`config.mk`:
```
export PLATFORM = sky130hd
export DESIGN_NAME = hazard_stall_ctrl
export DESIGN_NICKNAME = d
export VERILOG_FILES = /design/src/rtl/hazard_stall_ctrl_pkg.sv /design/src/rtl/hazard_stall_ctrl_md_busy_tracker.sv /design/src/rtl/hazard_stall_ctrl.sv
export SDC_FILE = /design/constraint.sdc
export NUM_CORES = 1
export LEC_CHECK = 0
export CAP_MARGIN = 30
export CORE_MARGIN = 1.5
export CORE_UTILIZATION = 34
export DETAILED_ROUTE_END_ITERATION = 8
export GPL_TIMING_DRIVEN = 0
export PLACE_DENSITY = 0.75
export SYNTH_ARGS = -nofsm -noshare
export SYNTH_HDL_FRONTEND = slang
export SYNTH_SLANG_ARGS = --single-unit
```
`constraint.sdc`:
```
create_clock -name clk -period 2.8 [get_ports clk]
set_input_delay 0.84 -clock clk [delete_from_list [all_inputs] [get_ports clk]]
set_output_delay 0.84 -clock clk [all_outputs]
set_load 0.03 [all_outputs]
```
`src/rtl/hazard_stall_ctrl_pkg.sv`:
```
// Shared definitions for the hazard stall controller: Tuse/Tnew encodings,
// mult/div latency defaults, the mult/div tracker state type and the
// per-operand hazard compare.
package hazard_stall_ctrl_pkg;

   localparam logic [1:0] TUSE_NONE = 2'd3;

   localparam logic [1:0] TNEW_0 = 2'd0;
   localparam logic [1:0] TNEW_1 = 2'd1;
   localparam logic [1:0] TNEW_2 = 2'd2;

   localparam int MULT_CYC_DEF = 5;
   localparam int DIV_CYC_DEF  = 10;
   localparam int CNT_W_DEF    = 4;

   typedef enum logic {
      MD_IDLE = 1'b0,
      MD_BUSY = 1'b1
   } md_state_t;

   // One source operand against one producer stage. $0 never stalls, and
   // TUSE_NONE (3) can never be less than a 2-bit Tnew, so unread operands
   // drop out without a special case.
   function automatic logic src_hazard(
      input logic [4:0] src,
      input logic [1:0] tuse,
      input logic [4:0] wa,
      input logic       we,
      input logic [1:0] tnew
   );
      return (src != 5'd0) && we && (src == wa) && (tuse < tnew);
   endfunction

endpackage

```
`src/rtl/hazard_stall_ctrl_md_busy_tracker.sv`:
```
// Occupancy tracker for the multi-cycle mult/div unit. A start loads the
// countdown with the op latency; md_busy is registered and stays high until
// the count expires. A start while busy reloads (last start wins).
//
// state   | meaning
// --------+--------------------------------------------
// MD_IDLE | unit free, cnt = 0
// MD_BUSY | unit occupied, cnt = remaining busy cycles
module md_busy_tracker
   import hazard_stall_ctrl_pkg::*;
#(
   parameter int MULT_CYC = MULT_CYC_DEF,
   parameter int DIV_CYC  = DIV_CYC_DEF,
   parameter int CNT_W    = CNT_W_DEF
) (
   input  logic clk,
   input  logic reset,
   input  logic md_start_E,
   input  logic md_is_div_E,
   output logic md_busy
);

   md_state_t        state;
   logic [CNT_W-1:0] cnt;
   logic [CNT_W-1:0] latency;

   assign latency = md_is_div_E ? CNT_W'(DIV_CYC) : CNT_W'(MULT_CYC);

   // Single FSM: state, countdown and the registered busy flag.
   always_ff @(posedge clk) begin
      if (reset) begin
         state   <= MD_IDLE;
         cnt     <= '0;
         md_busy <= 1'b0;
      end else begin
         case (state)
            MD_IDLE: begin
               if (md_start_E) begin
                  cnt     <= latency;
                  state   <= MD_BUSY;
                  md_busy <= 1'b1;
               end
            end
            MD_BUSY: begin
               if (md_start_E) begin
                  cnt     <= latency;
                  md_busy <= 1'b1;
               end else if (cnt <= CNT_W'(1)) begin
                  // <= rather than == so a stray zero count cannot wrap.
                  cnt     <= '0;
                  state   <= MD_IDLE;
                  md_busy <= 1'b0;
               end else begin
                  cnt <= cnt - CNT_W'(1);
               end
            end
            default: begin
               state   <= MD_IDLE;
               cnt     <= '0;
               md_busy <= 1'b0;
            end
         endcase
      end
   end

endmodule

```
`src/rtl/hazard_stall_ctrl.sv`:
```
// Stall/flush controller for the 5-stage pipeline. Compares D-stage operand
// demand (Tuse) against E/M producer readiness (Tnew), adds the mult/div
// occupancy hazard, and drives PC / IF-ID enables and the ID/EX bubble clear.
// The stall path is purely combinational.
// Optional build macro STALL_STATS_EN adds saturating stall counters.
module hazard_stall_ctrl
   import hazard_stall_ctrl_pkg::*;
#(
   parameter int MULT_CYC = MULT_CYC_DEF,
   parameter int DIV_CYC  = DIV_CYC_DEF,
   parameter int CNT_W    = CNT_W_DEF
) (
   input  logic        clk,
   input  logic        reset,
   input  logic [4:0]  rs_D,
   input  logic [4:0]  rt_D,
   input  logic [1:0]  Tuse_rs_D,
   input  logic [1:0]  Tuse_rt_D,
   input  logic        md_use_D,
   input  logic [4:0]  regWA_E,
   input  logic        RegWrite_E,
   input  logic [1:0]  Tnew_E,
   input  logic [4:0]  regWA_M,
   input  logic        RegWrite_M,
   input  logic [1:0]  Tnew_M,
   input  logic        md_start_E,
   input  logic        md_is_div_E,
`ifdef STALL_STATS_EN
   output logic [31:0] stall_cnt,
   output logic [31:0] md_stall_cnt,
`endif
   output logic        en_pc,
   output logic        en12,
   output logic        clr_ex,
   output logic        md_busy,
   output logic        stall
);

   logic reg_hazard;
   logic md_hazard;

   md_busy_tracker #(
      .MULT_CYC (MULT_CYC),
      .DIV_CYC  (DIV_CYC),
      .CNT_W    (CNT_W)
   ) u_md_busy_tracker (
      .clk         (clk),
      .reset       (reset),
      .md_start_E  (md_start_E),
      .md_is_div_E (md_is_div_E),
      .md_busy     (md_busy)
   );

   // Register hazards: each source against each producer stage, all ORed.
   always_comb begin
      reg_hazard = src_hazard(rs_D, Tuse_rs_D, regWA_E, RegWrite_E, Tnew_E)
                 | src_hazard(rs_D, Tuse_rs_D, regWA_M, RegWrite_M, Tnew_M)
                 | src_hazard(rt_D, Tuse_rt_D, regWA_E, RegWrite_E, Tnew_E)
                 | src_hazard(rt_D, Tuse_rt_D, regWA_M, RegWrite_M, Tnew_M);
   end

   // The issue cycle itself is covered by md_start_E since md_busy lags it.
   assign md_hazard = md_use_D & (md_busy | md_start_E);

   assign stall  = reg_hazard | md_hazard;
   assign en_pc  = ~stall;
   assign en12   = ~stall;
   assign clr_ex = stall;

`ifdef STALL_STATS_EN
   // Saturating cycle counters for total stalls and mult/div stalls.
   always_ff @(posedge clk) begin
      if (reset) begin
         stall_cnt    <= '0;
         md_stall_cnt <= '0;
      end else begin
         if (stall && (stall_cnt != 32'hFFFF_FFFF))
            stall_cnt <= stall_cnt + 32'd1;
         if (md_hazard && (md_stall_cnt != 32'hFFFF_FFFF))
            md_stall_cnt <= md_stall_cnt + 32'd1;
      end
   end
`endif

endmodule

```
=== Word level (Yosys, flattened, before mapping) ===
Index checks and enable logic that the tools add are counted.

* Word-level logic and storage cells: 51
* RAM bits: 0
* Latch bits: 0
* Bits in registers: 6
* Bits of input ports: 35
* Output and inout bits: 5
* Bits in read-only memories: 0
* Memories: 0

* Div/mod/pow operators: 0
* Equality and inequality tests: 6
* Order comparisons: 5
* Shift-type cells: 0
* Reduce and logical (&&, ||, !) cells: 15
* Muxes and demuxes: 13
* Add/subtract/negate cells: 1
* Multipliers: 0
* Bitwise gates (word level): 8

{| class="wikitable"
|+ Operators with widths
! cell !! count
|-
| == test 5 bit || 4
|-
| two-way mux 4 bit || 4
|-
| logical AND 1 bit || 12
|-
| nonzero test 5 bit || 2
|-
| < comparator 2 bit || 4
|-
| one-hot mux 4 bit (2 select lines) || 1
|-
| two-way mux 1 bit || 6
|-
| OR 1 bit || 5
|-
| less-or-equal comparator 4 x 1 -> 1 bit, second input constant || 1
|-
| one-hot mux 1 bit (2 select lines) || 2
|-
| subtractor 4 x 1 -> 4 bit, second input constant || 1
|-
| inequality test 3 bit, second input constant || 1
|-
| inequality test 2 bit, second input constant || 1
|-
| NOT 1 bit || 2
|-
| AND reduction 2 bit || 1
|-
| bitwise AND 1 bit || 1
|}

=== Depth between registers and ports, before layout ===
Gate-level depths: netlist (run 1).

* Depth after elaboration: 9
* Gate-level depth with buffers: 8
* Mapped depth without buffers: 7

=== Cells and area by module ===
From an unflattened synthesis (run 1), not the netlist that was laid out.

* Cell total of the unflattened synthesis: 91
* Area, all modules: 754.5 um^2

{| class="wikitable"
|+ By module, submodules not included
! module !! seq. area each (um^2) !! times used !! area an instance (um^2) !! cells each
|-
| hazard_stall_ctrl || 0.0 || 1 || 430.4 || 53
|-
| md_busy_tracker || 120.1 || 1 || 324.1 || 38
|}

=== Worst setup path before layout (run 1) ===
OpenSTA, ideal clock, no wires.

* Path type: input port to output port
* Start point: input Tnew_E[1]
* End point: output en_pc
* Stages on the path: 8
* Setup slack: -0.226 ns
* Path buffers: 1
* Data arrival time: 2.186 ns
* Cell sequence: inv_1 -> ha_1 -> or2b_1 -> nor4_1 -> nand4_1 -> o2bb2ai_1 -> and3_1 -> buf_4

* Cells in the longest elaborated chain, start to end: 7
* Elaborated cells on any way between the ends: 9
* Those cells by class: order compare (2); bitwise (5); reduce/logical (2)

{| class="wikitable"
|+ Ends and longest elaborated chain
! what !! RTL line !! source
|-
| start, declared || hazard_stall_ctrl.sv:22 || <nowiki>input logic [1:0] Tnew_E,</nowiki>
|-
| < comparator 2 bit || hazard_stall_ctrl_pkg.sv:31 || <nowiki>return (src != 5'd0) && we && (src == wa) && (tuse < tnew);</nowiki>
|-
| logical AND 1 bit || hazard_stall_ctrl_pkg.sv:31 ||
|-
| OR 1 bit || hazard_stall_ctrl.sv:57 || <nowiki>| src_hazard(rs_D, Tuse_rs_D, regWA_M, RegWrite_M, Tnew_M)</nowiki>
|-
| OR 1 bit (*) || hazard_stall_ctrl.sv:58 || <nowiki>| src_hazard(rt_D, Tuse_rt_D, regWA_E, RegWrite_E, Tnew_E)</nowiki>
|-
| OR 1 bit (*) || hazard_stall_ctrl.sv:59 || <nowiki>| src_hazard(rt_D, Tuse_rt_D, regWA_M, RegWrite_M, Tnew_M);</nowiki>
|-
| OR 1 bit (*) || hazard_stall_ctrl.sv:65 || <nowiki>assign stall = reg_hazard | md_hazard;</nowiki>
|-
| NOT 1 bit (*) || -- ||
|-
| end, declared || hazard_stall_ctrl.sv:32 || <nowiki>output logic en_pc,</nowiki>
|}

Mark *: on every way between the ends. The rest lies on a longest branch, timed or not.

=== Worst setup path after layout (run 1) ===
* Start point: input Tuse_rs_D[1]
* End point: output en_pc

* Cells in the longest elaborated chain, start to end: 7
* Elaborated cells on any way between the ends: 9
* Those cells by class: order compare (2); bitwise (5); reduce/logical (2)

{| class="wikitable"
|+ Ends and longest elaborated chain
! what !! RTL line !! source
|-
| start, declared || hazard_stall_ctrl.sv:17 || <nowiki>input logic [1:0] Tuse_rs_D,</nowiki>
|-
| < comparator 2 bit || hazard_stall_ctrl_pkg.sv:31 ||
|-
| logical AND 1 bit || hazard_stall_ctrl_pkg.sv:31 ||
|-
| OR 1 bit (*) || hazard_stall_ctrl.sv:57 ||
|-
| OR 1 bit (*) || hazard_stall_ctrl.sv:58 ||
|-
| OR 1 bit (*) || hazard_stall_ctrl.sv:59 ||
|-
| OR 1 bit (*) || hazard_stall_ctrl.sv:65 ||
|-
| NOT 1 bit (*) || hazard_stall_ctrl.sv:66 || <nowiki>assign en_pc = ~stall;</nowiki>
|}

Marks and branches as above.

==> out/metrics.yaml, run 1 <==
status: "finished, violations left"
violations: "setup timing"
diodes: 0
min_period_ns: 3.27
fin_hold_ws_ns: 0.523
fmax_mhz: 306
cp-startpoint: "Tuse_rs_D[1]"
clk_path_buf_depth: 2
ir_worst_vdd_mv: 0.177
syn_inst: 92
die_x_um: 48.6
critical_path_arrival_ns: 2.43
layout_commonest_cell: "dlygate4sd2_1"
yosys.area.top_type: "dfxtp_1"
p_leak_nw: 0.527
die_area_um2: 2360
clkSlewWorstSetupHoldPaths_ns: 0.04
rsz0062_at_grt: "true"
synth_mux_area_share_pct: 0
io_buffers: 38
ys_seq_area_share_pct: 17.0
syn_to_final_growth_pct: 81.8
synth_fa_ha_area_share_pct: 10.6
busiest_layer: "met2"
ys_types: 23
hold_start: "u_md_busy_tracker.md_busy$_SDFFE_PP0P_"
grt_util_met3_pct: 3.40
cap_violations: 0
grt_max_degree: 10
hold_path_class: "flop to flop"
fin_area_um2: 1280
place_congestion: 0.824
critPathRequiredTime_ns: 1.96
syn_area_per_cell_um2: 7.68
min_to: "u_md_busy_tracker.md_busy$_SDFFE_PP0P_"
drt_iter0_markers: 17
cp-end-kind: "primary output"
grt.overflow.total: 0
timing.rr.end: "u_md_busy_tracker.cnt[1]$_SDFFE_PP0P_"
fill_cells: 181
cts_num_sinks: 6
critPathMaxFanout: 2
hold_depth: 2
critical_path_class: "primary input to primary output"
cts.htree.levels: 1
grt_antenna_before_repair: 0
drc: 0
synthSimpleGateAreaFrac_pct: 21.8
drv_slew: 0
first_pass_iters: 4
start_util_pct: 36.0
gr-usage-met1_pct: 19.9
grt_pass1_vias: 731
grt.met2_usage_pct: 29.9
synth_fp_nets: 133
placed_area_um2: 1200
grt_pass1_wl_mm: 3.08
drt-vias-per-instance: 4.99
finalHoldViolations: 0
wl_per_cell_um: 12.1
vias: 803
cellPowerDensity_nw_per_um2: 275
antenna_left: 0
cts-root-buf: "clkbuf_4"
fin_tns_setup_ns: -1.53
timing.final.ws_setup_ns: -0.471
ys_ff_latch: 6
synth_top_family_by_area: "XOR/XNOR gates"
rows: 16
synth_compound_area_share_pct: 18.8
clk_latency_ns: 0.24
cp-start-kind: "primary input"
finalCritPeriodShare_pct: 117
synth.area.top_cells: "dfxtp_1 (17%), xor2_1 (15%), ha_1 (11%)"
r2r_cells: 6
yosysWarnings: 0
postCtsHoldBufs: 0
ios: 40
synth_area_um2: 707
skew_ns: 0.000187
numCtsBuffers: 3
hpwlAfterDp_mm: 1.60
tightestPinTransition_ns: 0.395
layout-drive-gt1-share_pct: 22.4
setup_viol: 4
core_um2: 1960
die_h_um: 48.6
cts_tree: "built"
drt_wl_total_mm: 1.95
r2r_slack_ns: 1.49
final_nets: 177
r2r-start: "u_md_busy_tracker.cnt[0]$_SDFFE_PP0P_"
relSlewSlack_pct: 73.4
layout_common_cells: "dlygate4sd2_1 (17), xor2_1 (12), xnor2_1 (8), clkdlybuf4s50_1 (8), o21ai_0 (7)"
synth_top_area_share_pct: 17.0
synth-xor-area-share_pct: 24.8
track_usage_pct: 16.2
==> worst max path at each step <==
stage                     cells past startpoint  slack (ns)     to
after floorplan                               8       -0.03  en_pc
after CTS                                    10       -0.40  en_pc
final                                         9       -0.47  en_pc
after global placement                       10       -1.30  en_pc
after detailed placement                     10       -1.32  en_pc
after global routing                          9       -0.53  en_pc
==> worst max-delay path, stage by stage <==
cell	delay (ns)
buf_4	0.13
ha_4	0.14
or2b_1	0.23
nor4_1	0.34
nand4_1	0.18
o2bb2ai_2	0.18
and3_4	0.16
buf_6	0.11
buf_6	0.12
==> metal layers <==
metal  wire [um]  vias to the layer above  part of all wire [%]
met3          92                        0                   4.7
met2        1060                       25                    54
met4           0                        0                     0
met1         793                      365                    41
met5           0                        -                     0
li1            -                      413                     -
==> layout make-up <==
class / instances / area, um^2 / share of cell area (%)
buffer: 4 / 31.3 / 2.43
clock buffer: 3 / 22.5 / 1.75
inverter: 7 / 46.3 / 3.60
multi-input combinational: 75 / 652 / 50.7
sequential: 6 / 120 / 9.35
tap: 27 / 33.8 / 2.63
timing repair buffer: 39 / 379 / 29.5
==> through the flow <==
| stage | total power [mW] | std cells | utilization (%) | setup WS (ns) |
|---|---|---|---|---|
| after floorplan | 0.189 | 92 | - | -0.0325 |
| after global placement | 0.272 | 157 | 61.2 | -1.30 |
| after detailed placement | 0.275 | 157 | 61.2 | -1.32 |
| after CTS | 0.349 | 160 | 63.5 | -0.403 |
| final | 0.353 | 161 | 65.5 | -0.471 |
| after global routing | 0.382 | 161 | 65.5 | -0.530 |
==> flip-flops by register name, indices dropped and copies added, names as in the netlist <==
register / count
u_md_busy_tracker.cnt: 4
u_md_busy_tracker.state: 1
u_md_busy_tracker.md_busy: 1
==> power by group <==
part | total, mW | switching (mW) | internal, mW
registers | 0.0980 | 0.00521 | 0.0928
logic | 0.180 | 0.0864 | 0.0937
clock network | 0.0748 | 0.0266 | 0.0482
==> synth_stat cells <==
cell type	count
o21a_1	5
or2b_1	4
buf_2	1
or4_1	2
ha_1	6
and3_1	1
nand3_1	3
nor2b_1	1
a211oi_1	1
nor4_1	4
inv_1	7
clkbuf_1	1
nor2_1	4
nor3_1	1
xnor2_1	8
o21ai_0	8
a21oi_1	6
nand4_1	4
dfxtp_1	6
buf_4	2
nand2_1	3
o2bb2ai_1	2
xor2_1	12
==> what timing repair did <==
action | CTS | global route
endpoints found under the setup margin | 4 | 4
pin swaps | 10 | 5
resized for setup | 80 | 10
setup buffers | 0 | 1
==> logic make-up after synthesis <==
logic type	after synthesis
buffers and inverters	11
AO/OA/AOI/OAI	22
adder cells (fa/ha/maj)	6
flip-flops	6
AND/OR/NAND/NOR	27
XOR/XNOR	20
Power figures use the tool's default switching activity.
==> run 2: changes to the inputs <==
--- a/config.mk
+++ b/config.mk
@@ -7,10 +7,11 @@
 export LEC_CHECK = 0
 export CAP_MARGIN = 30
 export CORE_MARGIN = 1.5
-export CORE_UTILIZATION = 34
+export CORE_UTILIZATION = 35
 export DETAILED_ROUTE_END_ITERATION = 8
 export GPL_TIMING_DRIVEN = 0
-export PLACE_DENSITY = 0.75
+export PLACE_DENSITY = 0.76
 export SYNTH_ARGS = -nofsm -noshare
 export SYNTH_HDL_FRONTEND = slang
+export SYNTH_HIERARCHICAL = 1
 export SYNTH_SLANG_ARGS = --single-unit
==> run 2 against run 1 <==
Against the previous run: the flow still finishes with violations (setup timing); routed wire length up 43%; count of clock-buffer cells in the layout unchanged; clock skew up 0.0022 ns; via count up 4.2%; worst setup slack better by 0.30 ns; hold slack worse by 0.033 ns; largest cell class unchanged; highest routed layer is now met4.
==> out/metrics.yaml, run 2 <==
grt_pass1_vias: 927
critical_path_class: "primary input to primary output"
start_util_pct: 37.7
drc: 0
rsz0062_at_grt: "true"
regMostFlops: "u_md_busy_tracker/cnt"
skew_ns: 0.00243
clkSlewWorstSetupHoldPaths_ns: 0.04
place_congestion: 0.812
critPathRequiredTime_ns: 1.96
clk_path_buf_depth: 2
synth_ff_type: "dfxtp_1"
die_x_um: 49.4
cellPowerDensity_nw_per_um2: 270
antenna_left: 0
critPathBufInv: 3
critical_path.top_delay_family: "buffers and inverters"
setup_viol: 4
drv_slew: 0
die_area_um2: 2440
layout_commonest_cell: "buf_6"
diodes: 0
drt_wl_total_mm: 2.78
track_usage_pct: 22.9
cts_num_sinks: 6
ys_seq_area_share_pct: 15.9
largest_reg_flops: 4
cts.htree.levels: 1
p_leak_nw: 0.565
synth_top_area_share_pct: 23.2
cts-root-buf: "clkbuf_4"
fmax_mhz: 336
synth_edf_count: 0
cp-startpoint: "regWA_M[1]"
critPathMaxFanout: 2
violations: "setup timing"
core_um2: 2000
grt_antenna_before_repair: 0
finalCritPeriodShare_pct: 106
cp_cell_sequence: "clkdlybuf4s15_1, xor2_2, nor4_4, a22oi_2, o221a_4, buf_6, buf_6"
ys_types: 26
slowest_delay_ns: 0.28
first_pass_iters: 2
relSlewSlack_pct: 75.8
async_flop_share_pct: 0
grt_max_degree: 9
top_regs: "u_md_busy_tracker/cnt x4, u_md_busy_tracker/md_busy x1, u_md_busy_tracker/state x1"
numPlacedInstances: 157
r2r_slack_ns: 1.40
ios: 40
hold_start: "u_md_busy_tracker/md_busy$_SDFFE_PP0P_"
layout_common_cells: "buf_6 (11), xor2_2 (9), xor2_1 (8), buf_2 (8)"
syn_inst: 91
yosysWarnings: 6
grt.overflow.total: 0
layout-drive-gt1-share_pct: 54.1
cap_violations: 0
path_common_cell: "buf_6"
cts_tree: "built"
synth_area_um2: 754
synth.area.top_cells: "xor2_1 (23%), dfxtp_1 (16%), ha_1 (10%)"
hpwlAfterDp_mm: 1.87
synth_fp_nets: 132
io_buffers: 39
status: "finished, violations left"
critical_path_arrival_ns: 2.14
clk_latency_ns: 0.24
rows: 16
syn_to_final_growth_pct: 99.0
timing.final.ws_setup_ns: -0.176
total_power_mw: 0.405
synth_common_cells: "xor2_1 (20), nand2b_1 (8), inv_1 (7)"
r2r-start: "u_md_busy_tracker/cnt[0]$_SDFFE_PP0P_"
fin_hold_ws_ns: 0.490
utilization_pct: 75.0
yosys.area.top_type: "xor2_1"
final_cells: 160
numCtsBuffers: 3
finalHoldViolations: 0
die_h_um: 49.4
min_period_ns: 2.98
cpMaxStageDelayCell: "o221a_4"
synthMostInstantiatedCell: "xor2_1"
ir_worst_vdd_mv: 0.257
grt_pass1_wl_mm: 4.15
syn_area_per_cell_um2: 8.29
final_nets: 176
wl_per_cell_um: 17.4
cp-start-kind: "primary input"
drt_iter0_markers: 4
hold_path_class: "flop to flop"
vias: 837
tightestPinTransition_ns: 0.362
cp-end-kind: "primary output"
drt-vias-per-instance: 5.23
ys_ff_latch: 6
-- run 2: changes by cell type after synthesis, moves of 3 or more --
cell,delta
a211oi_1,+3
a22oi_1,+4
nand2_1,-3
nand2b_1,+8
nand4_1,-4
o21a_1,-5
o21ai_0,-6
or2b_1,-4
xnor2_1,-8
xor2_1,+8
-- run 2: kinds of logic (layout without fill, tap and decap cells) --
| group | after synthesis | count (layout) | synth area share, % |
|---|---|---|---|
| AND/OR/NAND/NOR | 23 | 23 | 19.9 |
| AO/OA/AOI/OAI | 26 | 26 | 25.0 |
| XOR/XNOR | 20 | 20 | 23.2 |
| buffers and inverters | 10 | 52 | 5.97 |
| adder cells (fa/ha/maj) | 6 | 6 | 9.95 |
| flip-flops | 6 | 6 | 15.9 |
-- run 2: metrics by stage --
| stage | setup slack, ns | setup TNS (ns) | area (um^2) |
|---|---|---|---|
| after global placement | -1.08 | -4.14 | 1290 |
| after floorplan | 0.00214 | 0 | 867 |
| final | -0.176 | -0.514 | 1500 |
| after global routing | -0.214 | -0.679 | 1500 |
| after CTS | -0.225 | -0.746 | 1460 |
| after detailed placement | -1.09 | -4.17 | 1290 |
-- run 2: timing repair --
action / 4_1_cts / 5_1_grt
gates cloned: 0 / 0
hold buffers: 0 / 0
pin swaps: 20 / 12
setup endpoints to repair: 4 / 4
gates resized for setup: 126 / 48
buffers inserted: 0 / 0
-- run 2: layer usage --
metal / up-vias / global-route usage [%] / routed length (um)
met5: - / 0 / 0
met4: 0 / 7.41 / 93
met3: 8 / 3.68 / 170
met2: 34 / 46.4 / 1500
met1: 388 / 23.1 / 1030
li1: 407 / - / -
-- run 2: layout make-up --
type | count | area (um^2)
multi-input combinational | 75 | 932
fill | 144 | 500
timing repair buffer | 39 | 333
sequential | 6 | 120
inverter | 7 | 33.8
tap | 27 | 33.8
buffer | 3 | 26.3
clock buffer | 3 | 22.5
-- run 2: worst register-to-register path, delay by kind of cell (launching register included) --
| family | cells | cell delay, ns |
|---|---|---|
| AO/OA/AOI/OAI | 2 | 0.32 |
| AND/OR/NAND/NOR | 1 | 0.32 |
| flip-flops | 1 | 0.39 |
| adder cells (fa/ha/maj) | 1 | 0.23 |
| buffers and inverters | 1 | 0.08 |
-- run 2: path summary, 6_finish.rpt --
| check | end | depth (start not counted) |
|---|---|---|
| max | en_pc | 7 |
| min | u_md_busy_tracker/md_busy$_SDFFE_PP0P_ | 2 |
| max reg2reg | u_md_busy_tracker/cnt[3]$_SDFFE_PP0P_ | 5 |
| min reg2reg | u_md_busy_tracker/md_busy$_SDFFE_PP0P_ | 2 |
-- run 2: where the power goes --
group / switching (mW) / total, mW / internal (mW) / leakage, nW
clock network: 0.0269 / 0.0751 / 0.0482 / 0.0138
logic: 0.119 / 0.229 / 0.111 / 0.501
registers: 0.00777 / 0.100 / 0.0924 / 0.0499
==> run 3: changes to the inputs <==
--- a/config.mk
+++ b/config.mk
@@ -7,11 +7,10 @@
 export LEC_CHECK = 0
 export CAP_MARGIN = 30
 export CORE_MARGIN = 1.5
-export CORE_UTILIZATION = 35
+export CORE_UTILIZATION = 34
 export DETAILED_ROUTE_END_ITERATION = 8
 export GPL_TIMING_DRIVEN = 0
-export PLACE_DENSITY = 0.76
+export PLACE_DENSITY_LB_ADDON = 0.2
 export SYNTH_ARGS = -nofsm -noshare
 export SYNTH_HDL_FRONTEND = slang
-export SYNTH_HIERARCHICAL = 1
 export SYNTH_SLANG_ARGS = --single-unit
==> run 3 against run 2 <==
Against the previous run: the run still ends with setup timing left; routed wire length down 26%; global-route usage down 4.2 points; largest cell class unchanged; die area down 3.3%; highest routed layer unchanged; critical endpoint unchanged; total power down 11%.
==> out/metrics.yaml, run 3 (synthesis results as in run 1) <==
top_regs: "u_md_busy_tracker.cnt x4, u_md_busy_tracker.md_busy x1, u_md_busy_tracker.state x1"
grt_util_met3_pct: 5.56
switching_share_pct: 34.9
grt.overflow.total: 0
setup_viol: 4
fin_tns_setup_ns: -1.07
cts.htree.levels: 1
core_um2: 1960
drc: 0
grt_antenna_before_repair: 0
cts-root-buf: "clkbuf_4"
vias: 795
r2r_slack_ns: 1.42
skew_ns: 0.00251
cts_tree: "built"
grt_max_degree: 10
diodes: 0
die_x_um: 48.6
layout_common_cells: "xor2_1 (12), xnor2_1 (8), clkdlybuf4s50_1 (8), clkbuf_2 (8)"
track_usage_pct: 18.7
p_int_mw: 0.234
grt_pass1_vias: 767
cp-start-kind: "primary input"
finalCritPeriodShare_pct: 113
status: "finished, violations left"
fin_hold_ws_ns: 0.520
drt_wl_total_mm: 2.07
clk_latency_ns: 0.25
rows: 16
io_buffers: 38
fmax_mhz: 317
die_h_um: 48.6
cap_violations: 0
cellPowerDensity_nw_per_um2: 283
regMostFlops: "u_md_busy_tracker.cnt"
final_nets: 176
syn_to_final_growth_pct: 79.8
critical_path_class: "primary input to primary output"
violations: "setup timing"
layout-drive-gt1-share_pct: 29.3
drt-vias-per-instance: 4.97
postCtsHoldBufs: 0
hold_path_class: "flop to flop"
final_cells: 160
p_comb_share_pct: 50.3
p_leak_nw: 0.524
wl_per_cell_um: 13.0
numCtsBuffers: 3
drv_slew: 0
critical_path_arrival_ns: 2.32
hpwlAfterDp_mm: 1.74
ir_worst_vdd_mv: 0.170
drt_iter0_markers: 10
ios: 40
total_power_mw: 0.359
layout_commonest_cell: "xor2_1"
critPathMaxFanout: 3
antenna_left: 0
clkSlewWorstSetupHoldPaths_ns: 0.04
critPathRequiredTime_ns: 1.96
start_util_pct: 36.0
place_congestion: 0.846
tightestPinTransition_ns: 0.401
p_clk_share_pct: 22.4
grt.met2_usage_pct: 33.3
numPlacedInstances: 157
min_period_ns: 3.16
clk_path_buf_depth: 2
rsz0062_at_grt: "true"
cp-end-kind: "primary output"
gr-usage-met1_pct: 21.5
finalHoldViolations: 0
die_area_um2: 2360
relSlewSlack_pct: 73.0
first_pass_iters: 4
grt_pass1_wl_mm: 3.43
p_switching_mw: 0.125
timing.final.ws_setup_ns: -0.356
p_seq_share_pct: 27.3
largest_reg_flops: 4
cts_num_sinks: 6
busiest_layer: "met2"
run 3: layer usage:
| metal | share of wire (%) | vias to the layer above |
|---|---|---|
| li1 | - | 410 |
| met1 | 42 | 351 |
| met2 | 52 | 27 |
| met3 | 4.7 | 7 |
| met4 | 1.7 | 0 |
| met5 | 0 | - |
run 3: path summary, 6_finish.rpt:
kind                                                             start                                     end  cells past startpoint
worst max register to register   u_md_busy_tracker.cnt[0]$_SDFFE_PP0P_   u_md_busy_tracker.cnt[1]$_SDFFE_PP0P_                      6
worst min register to register  u_md_busy_tracker.md_busy$_SDFFE_PP0P_  u_md_busy_tracker.md_busy$_SDFFE_PP0P_                      2
worst max-delay path                                           rs_D[4]                                   en_pc                      8
worst min-delay path            u_md_busy_tracker.md_busy$_SDFFE_PP0P_  u_md_busy_tracker.md_busy$_SDFFE_PP0P_                      2
run 3: per-stage QoR:
stage / utilization, % / worst slack [ns] / cell area, um^2
global placement: 61.2 / -1.35 / 1200
finish: 64.8 / -0.356 / 1270
floorplan: - / -0.0325 / 787
global route: 64.8 / -0.414 / 1270
detailed placement: 61.2 / -1.42 / 1200
CTS: 64.9 / -0.416 / 1270
run 3: area by class of cell:
class / instances / area [um^2]
Fill cell: 190 / 691
Multi-Input combinational cell: 75 / 674
Timing Repair Buffer: 38 / 345
Sequential cell: 6 / 120
Inverter: 7 / 43.8
Tap cell: 27 / 33.8
Buffer: 4 / 31.3
Clock buffer: 3 / 22.5
run 3: power groups by stage:
stage	clock network (mW)	logic [mW]	registers (mW)
floorplan	0	0.0886	0.100
global placement	0	0.173	0.0992
detailed placement	0	0.177	0.0994
CTS	0.0839	0.177	0.0979
global route	0.0853	0.201	0.0988
finish	0.0804	0.181	0.0982
run 3: critical path, cell delays in order:
cell	delay [ns]
dlygate4sd2_1	0.28
xor2_1	0.18
nor4_2	0.28
nand4_1	0.18
o2bb2ai_4	0.17
and3_4	0.16
buf_6	0.11
buf_6	0.12
run 3: timing repair:
| action | CTS | global route |
|---|---|---|
| pin swaps | 11 | 10 |
| resized for setup | 85 | 30 |
| buffers inserted | 0 | 0 |
| gates cloned | 0 | 0 |
| setup endpoints to repair | 4 | 4 |
